## src/rtl/tdpram32_bus_slave.sv

```systemverilog
// -----------------------------------------------------------------------------
// tdpram32_bus_slave
//
// Command-driven slave for the 32-bit port (port B) of the dual-width RAM.
// It accepts single-beat writes and incrementing read bursts, and it inserts
// WAIT_STATES idle cycles before every RAM access beat. Read data comes back on
// the rsp_* channel, which has no backpressure.
//
// Ports
//   clk, rst        rising-edge clock, synchronous active-high reset
//   cmd_valid       command present
//   cmd_ready       high only while IDLE
//   cmd_we          1 = single-beat write, 0 = read burst
//   cmd_be          write byte enables (ignored for reads)
//   cmd_addr        32-bit word address of the first beat
//   cmd_wdata       write data
//   cmd_burst_len   read beats minus one (ignored for writes)
//   rsp_valid       rsp_rdata is valid this cycle
//   rsp_rdata       read data
//   rsp_last        marks the final beat of a burst
//   ram_we/ram_rd   RAM port-B write/read strobes
//   ram_byte_en     RAM byte enables (zero except during a write strobe)
//   ram_addr        RAM word address
//   ram_wdata       RAM write data
//   ram_rdata       RAM read data, valid the cycle after ram_rd
//   dbg_state       current FSM state (IDLE=0, WAIT=1, ISSUE=2, DRAIN=3)
//
// Handshake: a command transfers on any rising edge where cmd_valid and
// cmd_ready are both high. The master holds the command stable until then.
// The response channel has no ready; every rsp_valid beat must be consumed.
//
// All outputs come from flops. The RAM strobes are loaded on the edge that
// enters ISSUE, so they are high exactly while the FSM sits in ISSUE.
// -----------------------------------------------------------------------------
module tdpram32_bus_slave #(
   parameter int ADDR_WIDTH  = 13,
   parameter int WAIT_STATES = 0,
   parameter int BURST_W     = 4
) (
   input  logic                  clk,
   input  logic                  rst,
   input  logic                  cmd_valid,
   output logic                  cmd_ready,
   input  logic                  cmd_we,
   input  logic [3:0]            cmd_be,
   input  logic [ADDR_WIDTH:0]   cmd_addr,
   input  logic [31:0]           cmd_wdata,
   input  logic [BURST_W-1:0]    cmd_burst_len,
   output logic                  rsp_valid,
   output logic [31:0]           rsp_rdata,
   output logic                  rsp_last,
   output logic                  ram_we,
   output logic                  ram_rd,
   output logic [3:0]            ram_byte_en,
   output logic [ADDR_WIDTH:0]   ram_addr,
   output logic [31:0]           ram_wdata,
   input  logic [31:0]           ram_rdata,
   output logic [1:0]            dbg_state
);

   typedef enum logic [1:0] {
      ST_IDLE  = 2'd0,
      ST_WAIT  = 2'd1,
      ST_ISSUE = 2'd2,
      ST_DRAIN = 2'd3
   } state_t;

   localparam logic [3:0]            WAIT_LD  = 4'(WAIT_STATES);
   localparam bit                    NO_WAIT  = (WAIT_STATES == 0);
   localparam logic [ADDR_WIDTH:0]   ADDR_ONE = 1;
   localparam logic [BURST_W-1:0]    BEAT_ONE = 1;

   state_t               state;
   logic                 we_q;       // latched command direction
   logic [3:0]           be_q;       // latched write byte enables
   logic [BURST_W-1:0]   beat_cnt;   // beats remaining after the current one
   logic [3:0]           wait_cnt;   // wait cycles left before the next beat
   logic                 rd_d1;      // ram_rd delayed: ram_rdata valid now
   logic                 last_d1;    // the read in flight is the final beat

   assign dbg_state = state;

   always_ff @(posedge clk) begin
      if (rst) begin
         state       <= ST_IDLE;
         cmd_ready   <= 1'b1;
         we_q        <= 1'b0;
         be_q        <= 4'd0;
         beat_cnt    <= '0;
         wait_cnt    <= 4'd0;
         ram_we      <= 1'b0;
         ram_rd      <= 1'b0;
         ram_byte_en <= 4'd0;
         ram_addr    <= '0;
         ram_wdata   <= 32'd0;
         rd_d1       <= 1'b0;
         last_d1     <= 1'b0;
         rsp_valid   <= 1'b0;
         rsp_last    <= 1'b0;
         rsp_rdata   <= 32'd0;
      end else begin
         // Strobes are single-cycle unless a transition below re-arms them.
         ram_we      <= 1'b0;
         ram_rd      <= 1'b0;
         ram_byte_en <= 4'd0;

         // Read return pipe: the RAM answers one cycle after ram_rd, and that
         // word is registered once more, so valid, data and last all appear
         // together two cycles after the ram_rd cycle.
         rd_d1     <= ram_rd;
         last_d1   <= ram_rd && (beat_cnt == '0);
         rsp_valid <= rd_d1;
         rsp_last  <= last_d1;
         if (rd_d1) begin
            rsp_rdata <= ram_rdata;
         end

         case (state)
            ST_IDLE: begin
               if (cmd_valid && cmd_ready) begin
                  cmd_ready <= 1'b0;
                  we_q      <= cmd_we;
                  be_q      <= cmd_be;
                  beat_cnt  <= cmd_burst_len;
                  wait_cnt  <= WAIT_LD;
                  // ram_addr doubles as the burst address register.
                  ram_addr  <= cmd_addr;
                  ram_wdata <= cmd_wdata;
                  if (NO_WAIT) begin
                     state       <= ST_ISSUE;
                     ram_we      <= cmd_we;
                     ram_rd      <= !cmd_we;
                     ram_byte_en <= cmd_we ? cmd_be : 4'd0;
                  end else begin
                     state <= ST_WAIT;
                  end
               end
            end

            ST_WAIT: begin
               wait_cnt <= wait_cnt - 4'd1;
               if (wait_cnt == 4'd1) begin
                  state       <= ST_ISSUE;
                  ram_we      <= we_q;
                  ram_rd      <= !we_q;
                  ram_byte_en <= we_q ? be_q : 4'd0;
               end
            end

            ST_ISSUE: begin
               if (we_q) begin
                  state     <= ST_IDLE;
                  cmd_ready <= 1'b1;
               end else if (beat_cnt == '0) begin
                  state <= ST_DRAIN;
               end else begin
                  // Address wraps naturally at the top word.
                  beat_cnt <= beat_cnt - BEAT_ONE;
                  ram_addr <= ram_addr + ADDR_ONE;
                  wait_cnt <= WAIT_LD;
                  if (NO_WAIT) begin
                     state  <= ST_ISSUE;
                     ram_rd <= 1'b1;
                  end else begin
                     state <= ST_WAIT;
                  end
               end
            end

            ST_DRAIN: begin
               state     <= ST_IDLE;
               cmd_ready <= 1'b1;
            end

            default: begin
               state     <= ST_IDLE;
               cmd_ready <= 1'b1;
            end
         endcase
      end
   end

endmodule
```

## config.mk

```make
export PLATFORM = sky130hd
export DESIGN_NAME = tdpram32_bus_slave
export DESIGN_NICKNAME = d
export VERILOG_FILES = /design/src/rtl/tdpram32_bus_slave.sv
export SDC_FILE = /design/constraint.sdc
export NUM_CORES = 1
export LEC_CHECK = 0
export BUFFER_PORTS_ARGS = -buffer_cell sky130_fd_sc_hd__buf_2
export CAP_MARGIN = 20
export CORE_ASPECT_RATIO = 1.25
export CORE_UTILIZATION = 40
export DETAILED_ROUTE_END_ITERATION = 6
export PLACE_DENSITY_LB_ADDON = 0.15
export SYNTH_ARGS = -nofsm -noshare
export SYNTH_HDL_FRONTEND = slang
export SYNTH_SLANG_ARGS = --single-unit
```

## constraint.sdc

```tcl
create_clock -name clk -period 1.95 [get_ports clk]
set_input_delay 0.195 -clock clk [delete_from_list [all_inputs] [get_ports clk]]
set_output_delay 0.195 -clock clk [all_outputs]
set_load 0.02 [all_outputs]
```

==> run_results.csv, run 1 <==
group,metric,value,unit
clock_tree,post_cts_buffers,0,
power_and_ir_drop,seq_power_share,43.4,%
placed_design,dpl.hpwl,8150,µm
yosys,synthTopCellsByArea,"dfxtp_1, nand2_1, mux2i_1",
power_and_ir_drop,pwr-share-clk,31.4,%
power_and_ir_drop,power_frac_comb,25.1,%
clock_tree,cts_tree,"built",
critical_path,critPathLaunchType,"register",
floorplanning,die_x,94.3,µm
routing,drc,0,
yosys,syn-num-nets,587,
timing,setup-violations-final,0,
critical_path,crit_chain,"inv_1 -> ha_1 -> or3b_1 -> nand2_2 -> or3_1 -> a32o_1",
yosys,synth_top_area_share,48.9,%
global_routing,grt_pass1_wl,18500,µm
routing,drtIter0Drc,233,
timing,worstMarginPinSlew,519,ps
global_routing,grt_pass1_vias,3968,
critical_path,slowest_stage,"or3_1",
critical_path,criticalPathCategory,"register to register",
routing,viasPerCell,5.16,
power_and_ir_drop,p_leak,2.50,nW
critical_path,worstSetupEndpointType,"register",
critical_path,slowest_delay,390,ps
finish,num_antenna_cells,0,
critical_path,cp_top_family,"simple AND/OR/NAND/NOR gates",
routing,routed-via-count,4141,
yosys,synth_edf_count,0,
power_and_ir_drop,finalPower,5.73,mW
routing,wire_per_inst,13.9,µm
yosys,ys.flop_type,"dfxtp_1",
global_routing,grt_overflow,0,
floorplanning,rows,41,
timing,slew_viol_final,0,
critical_path,path_buf_inv,1,
yosys,yosysUniqueCellTypes,56,
yosys,yosysWarnings,0,
finish,final_common_cell,"buf_2",
power_and_ir_drop,switchingPower,1.81,mW
timing,max_slew_margin,65.4,%
power_and_ir_drop,power.density,1010,mW/mm²
yosys,async_reset_ff_share,0,%
clock_tree,hold_buffers,0,
timing,period_needed,1830,ps
clock_tree,clock_sinks,104,
hold_path,hold_depth,3,
hold_path,whs_endpoint,"ram_wdata[30]$_SDFFE_PP0P_",
timing,setup-tns-final,0,ps
hold_path,hold_path.class,"primary input to register",
routing,routed_wl,11200,µm
yosys,ys_seq_area_share,48.9,%
clock_tree,clock_latency,340,ps
timing,fin_crit_sh,93.8,%
power_and_ir_drop,switching_share,31.7,%
floorplanning,start_util,41.7,%
finish,layout_common_cells,"buf_2, dfxtp_1, nand2_1, a21oi_1, nor2_1",
timing,fmax,546,MHz
clock_tree,path_clk_slew,70,ps
yosys,syn_area,0.00426,mm²
critical_path,required,2170,ps
global_routing,grt_use_total,20.7,%
critical_path,reg2reg_depth,6,
critical_path,rrSetupSlack,120,ps
critical_path,worstReg2RegStart,"beat_cnt[0]$_SDFFE_PP0P_",
power_and_ir_drop,ir_drop,0.433,mV
finish,area_growth,33.1,%
critical_path,arrival,2050,ps
timing,rsz0062_at_grt,"no",
routing,final_antenna_net_count,0,
timing,skew,7.96,ps
yosys,synth_area_leader_cell,"dfxtp_1",
placed_design,gp_congestion,0.781,
clock_tree,h-tree-depth,3,
critical_path,cp_max_fo,6,
hold_path,hold_start,"cmd_wdata[30]",
clock_tree,cts_resized,0,
routing,drtPass1Iterations,5,
flow_run,maxCapViolCount,0,
finish,fill_cells,972,
floorplanning,ios,179,
clock_tree,cts_root_buf,"clkbuf_16",
placed_design,port_buffers,178,
timing,final_hold_viol_count,0,
critical_path,worstReg2RegEnd,"ram_addr[10]$_SDFFE_PP0P_",
power_and_ir_drop,p_int,3.92,mW
clock_tree,cts_buffer_depth,2,
timing,holdWs,86.5,ps
clock_tree,cts_buffers,9,
global_routing,grt_max_degree,45,
finish,drive_gt1_share,33.8,%
finish,final_nets,764,
yosys,syn_inst,492,
floorplanning,die_h,117,µm
yosys,ys_ff_latch,104,
floorplanning,die_area,0.0111,mm²
floorplanning,core,0.0102,mm²
global_routing,antenna_found_initial,0,
outcome,status,"finished, final reports clean",
yosys,postSynthAreaPerCell,8.66,µm²
==> tightest hold or removal path, stage by stage <==
cell	delay (ps)
buf_2	90
nand2_1	40
a21oi_1	50
==> per-stage QoR <==
step	worst slack (ps)	util, %	instance area (µm²)	instances
6_report	120	55.6	5670	803
5_1_grt	19.5	55.6	5670	803
4_1_cts	67.8	55.4	5650	803
3_5_place_dp	98.7	52.4	5350	787
3_3_place_gp	129	52.4	5350	787
2_1_floorplan	202	-	4260	492
==> final cells by class <==
cell class	instances	area (µm²)	share of cell area [%]
sequential	104	2080	36.8
multi-input combinational	343	2020	35.5
timing repair buffer	200	1070	18.9
clock buffer	10	229	4.04
tap	129	161	2.85
clock inverter	6	68.8	1.21
inverter	11	41.3	0.728
==> worst max-delay path by stage <==
stage	from	depth (start not counted)	slack (ps)	end
after floorplan	dbg_state[1]$_SDFFE_PP0P_	4	200	ram_addr[10]$_SDFFE_PP0P_
after global placement	beat_cnt[0]$_SDFFE_PP0P_	7	130	ram_addr[0]$_SDFFE_PP0P_
after detailed placement	beat_cnt[0]$_SDFFE_PP0P_	7	100	wait_cnt[2]$_SDFFE_PP0P_
after CTS	beat_cnt[0]$_SDFFE_PP0P_	7	70	wait_cnt[3]$_SDFFE_PP0P_
after global routing	beat_cnt[0]$_SDFFE_PP0P_	6	20	ram_addr[10]$_SDFFE_PP0P_
final	beat_cnt[0]$_SDFFE_PP0P_	6	120	ram_addr[10]$_SDFFE_PP0P_
==> power groups by stage <==
stage	Clock [mW]	Combinational (mW)	Sequential [mW]
finish	1.80	1.44	2.49
global route	1.96	1.59	2.52
CTS	1.86	1.43	2.49
detailed placement	0	1.43	2.53
global placement	0	1.41	2.52
floorplan	0	0.721	2.69
==> routing by layer <==
| layer | up-vias | wire (µm) | GRT usage [%] |
|---|---|---|---|
| met2 | 166 | 5390 | 34.6 |
| li1 | 2057 | - | - |
| met3 | 14 | 947 | 5.77 |
| met1 | 1904 | 4670 | 25.0 |
| met4 | 0 | 182 | 7.31 |
| met5 | - | 0 | 0 |
==> cell usage after synthesis, drive strengths merged (4+ instances only) <==
cell type and n:
dfxtp 104, nand2 93, a21oi 53, nor2 43
mux2i 33, buf 17, clkbuf 17, inv 11
nor3 11, nand4 8, o21ai 8, nand3 7
or3 7, a32oi 6, nor2b 6, and2 5
ha 5, nand2b 5, nor3b 4, o211ai 4
==> state kept, by name, indices dropped and copies added (netlist names) <==
| signal | cells |
|---|---|
| be_q | 4 |
| beat_cnt | 4 |
| cmd_ready | 1 |
| dbg_state | 2 |
| last_d1 | 1 |
| ram_addr | 14 |
| ram_byte_en | 4 |
| ram_rd | 1 |
| ram_wdata | 32 |
| ram_we | 1 |
| rd_d1 | 1 |
| rsp_last | 1 |
| rsp_rdata | 32 |
| rsp_valid | 1 |
| wait_cnt | 4 |
| we_q | 1 |
==> cells by family after synthesis <==
logic type / count (synthesis) / share of synthesized area [%]
mux: 34 / 8.02
simple gates: 207 / 23.1
buf+inv: 45 / 4.38
fa+ha+maj: 5 / 1.47
compound gates: 97 / 14.1
flops: 104 / 48.9
Note: power is estimated with default switching activity, not from simulation.
==> inputs of run 2 (changes only) <==
--- a/config.mk
+++ b/config.mk
@@ -6,7 +6,7 @@
 export NUM_CORES = 1
 export LEC_CHECK = 0
 export BUFFER_PORTS_ARGS = -buffer_cell sky130_fd_sc_hd__buf_2
-export CAP_MARGIN = 20
+export CAP_MARGIN = 10
 export CORE_ASPECT_RATIO = 1.25
 export CORE_UTILIZATION = 40
 export DETAILED_ROUTE_END_ITERATION = 6
==> constraint.sdc (replaced) <==
create_clock -name clk -period 2.3 [get_ports clk]
set_input_delay 0.23 -clock clk [delete_from_list [all_inputs] [get_ports clk]]
set_output_delay 0.23 -clock clk [all_outputs]
set_load 0.02 [all_outputs]
==> run_results.csv, run 2 (same netlist as run 1, synthesis figures left out) <==
group,metric,value,unit
clock_tree,cts_tree,"built",
routing,final_antenna_net_count,0,
clock_tree,hold_buffers,0,
critical_path,crit_start,"beat_cnt[0]$_SDFFE_PP0P_",
timing,period_needed,1990,ps
finish,final_nets,753,
floorplanning,rows,41,
finish,num_antenna_cells,0,
critical_path,critPathLaunchType,"register",
timing,rsz0062_at_grt,"no",
clock_tree,path_clk_slew,70,ps
clock_tree,cts_resized,0,
finish,layout_common_cells,"buf_2, dfxtp_1, nand2_1, a21oi_1, nor2_1",
critical_path,rrSetupSlack,310,ps
critical_path,endpoint,"ram_addr[0]$_SDFFE_PP0P_",
global_routing,grt_use_total,20.1,%
flow_run,maxCapViolCount,0,
timing,slew_viol_final,0,
global_routing,grt_overflow,0,
critical_path,required,2500,ps
global_routing,grt_pass1_wl,17900,µm
timing,fmax,502,MHz
floorplanning,ios,179,
hold_path,hold_path.class,"primary input to register",
clock_tree,cts_root_buf,"clkbuf_16",
critical_path,worstReg2RegStart,"beat_cnt[0]$_SDFFE_PP0P_",
routing,routed_wl,11100,µm
critical_path,cp_top_family,"simple AND/OR/NAND/NOR gates",
clock_tree,cts_buffer_depth,2,
clock_tree,clock_latency,340,ps
global_routing,grt_max_degree,59,
timing,final_hold_viol_count,0,
timing,setup-tns-final,0,ps
outcome,status,"finished, final reports clean",
critical_path,slowest_delay,480,ps
finish,final_common_cell,"buf_2",
clock_tree,h-tree-depth,3,
timing,setup-violations-final,0,
timing,skew,4.53,ps
finish,reg_top3,"ram_wdata (32), rsp_rdata (32), ram_addr (14)",
critical_path,criticalPathCategory,"register to register",
routing,drtPass1Iterations,4,
floorplanning,die_x,94.3,µm
floorplanning,die_area,0.0111,mm²
floorplanning,die_h,117,µm
critical_path,worstReg2RegEnd,"ram_addr[0]$_SDFFE_PP0P_",
critical_path,arrival,2200,ps
clock_tree,post_cts_buffers,0,
global_routing,grt_pass1_vias,3729,
routing,routed-via-count,4048,
critical_path,path_buf_inv,2,
placed_design,place_area,0.00528,mm²
routing,drc,0,
finish,drive_gt1_share,32.3,%
critical_path,cp_max_fo,8,
critical_path,slowest_stage,"or3b_1",
floorplanning,core,0.0102,mm²
finish,fill_cells,972,
routing,drtIter0Drc,174,
placed_design,dpl.hpwl,8000,µm
clock_tree,cts_buffers,9,
power_and_ir_drop,ir_drop,0.334,mV
placed_design,port_buffers,178,
timing,worstMarginPinSlew,520,ps
critical_path,crit_chain,"inv_1 -> ha_1 -> or3b_1 -> a21oi_2 -> buf_4 -> or3_1 -> a31oi_1",
power_and_ir_drop,p_leak,2.47,nW
clock_tree,clock_sinks,104,
critical_path,reg2reg_depth,7,
finish,area_growth,31.5,%
placed_design,gp_congestion,0.786,
routing,wire_per_inst,14.0,µm
global_routing,antenna_found_initial,0,
critical_path,worstSetupEndpointType,"register",
routing,viasPerCell,5.12,
power_and_ir_drop,power.density,870,mW/mm²
timing,fin_crit_sh,86.7,%
critical_path,path_depth,7,
timing,max_slew_margin,65.3,%
finish,fin_area,0.00560,mm²
floorplanning,start_util,41.7,%
-- run 2: stage by stage --
step | setup WS (ps) | utilization (%) | hold slack, ps | instances | total power, mW
after global routing | 111 | 54.9 | 116 | 791 | 5.14
final | 306 | 54.9 | 122 | 791 | 4.87
after CTS | 316 | 54.9 | 113 | 791 | 4.92
after floorplan | 552 | - | 309 | 492 | 2.90
after global placement | 381 | 51.8 | 438 | 776 | 3.26
after detailed placement | 328 | 51.8 | 440 | 776 | 3.29
-- run 2: routing by layer --
layer	vias to the layer above	wire length (µm)	global-route usage, %
li1	2031	-	-
met1	1841	4580	23.9
met2	165	5400	34.0
met3	11	983	6.29
met4	0	121	5.96
met5	-	0	0
-- run 2: tightest hold or removal path, delay by kind of cell --
kind                   cells  cell delay [ps]
buffers and inverters      1               90
and+or+nand+nor            1               40
AOI/OAI and AO/OA          1               50
-- run 2: layout make-up --
cell class | count | area (µm²) | area share, %
clock buffer | 10 | 239 | 4.26
clock inverter | 5 | 81.3 | 1.45
inverter | 11 | 41.3 | 0.737
multi-input combinational | 343 | 2000 | 35.6
sequential | 104 | 2080 | 37.2
tap | 129 | 161 | 2.88
timing repair buffer | 189 | 1000 | 17.9
-- run 2: worst min-delay path by stage --
stage                                from                          to  slack, ps  cells after the start
3_5_place_dp           last_d1$_SDFF_PP0_         rsp_last$_SDFF_PP0_        440                      1
6_report                    cmd_wdata[29]  ram_wdata[29]$_SDFFE_PP0P_        120                      3
4_1_cts                      cmd_wdata[5]   ram_wdata[5]$_SDFFE_PP0P_        110                      3
3_3_place_gp   ram_wdata[11]$_SDFFE_PP0P_  ram_wdata[11]$_SDFFE_PP0P_        440                      2
5_1_grt                     cmd_wdata[27]  ram_wdata[27]$_SDFFE_PP0P_        120                      3
2_1_floorplan                         rst            rd_d1$_SDFF_PP0_        310                      1
-- run 2: report_power, final --
group / internal, mW / switching (mW)
sequential: 1.97 / 0.159
clock: 0.977 / 0.654
combinational: 0.439 / 0.675
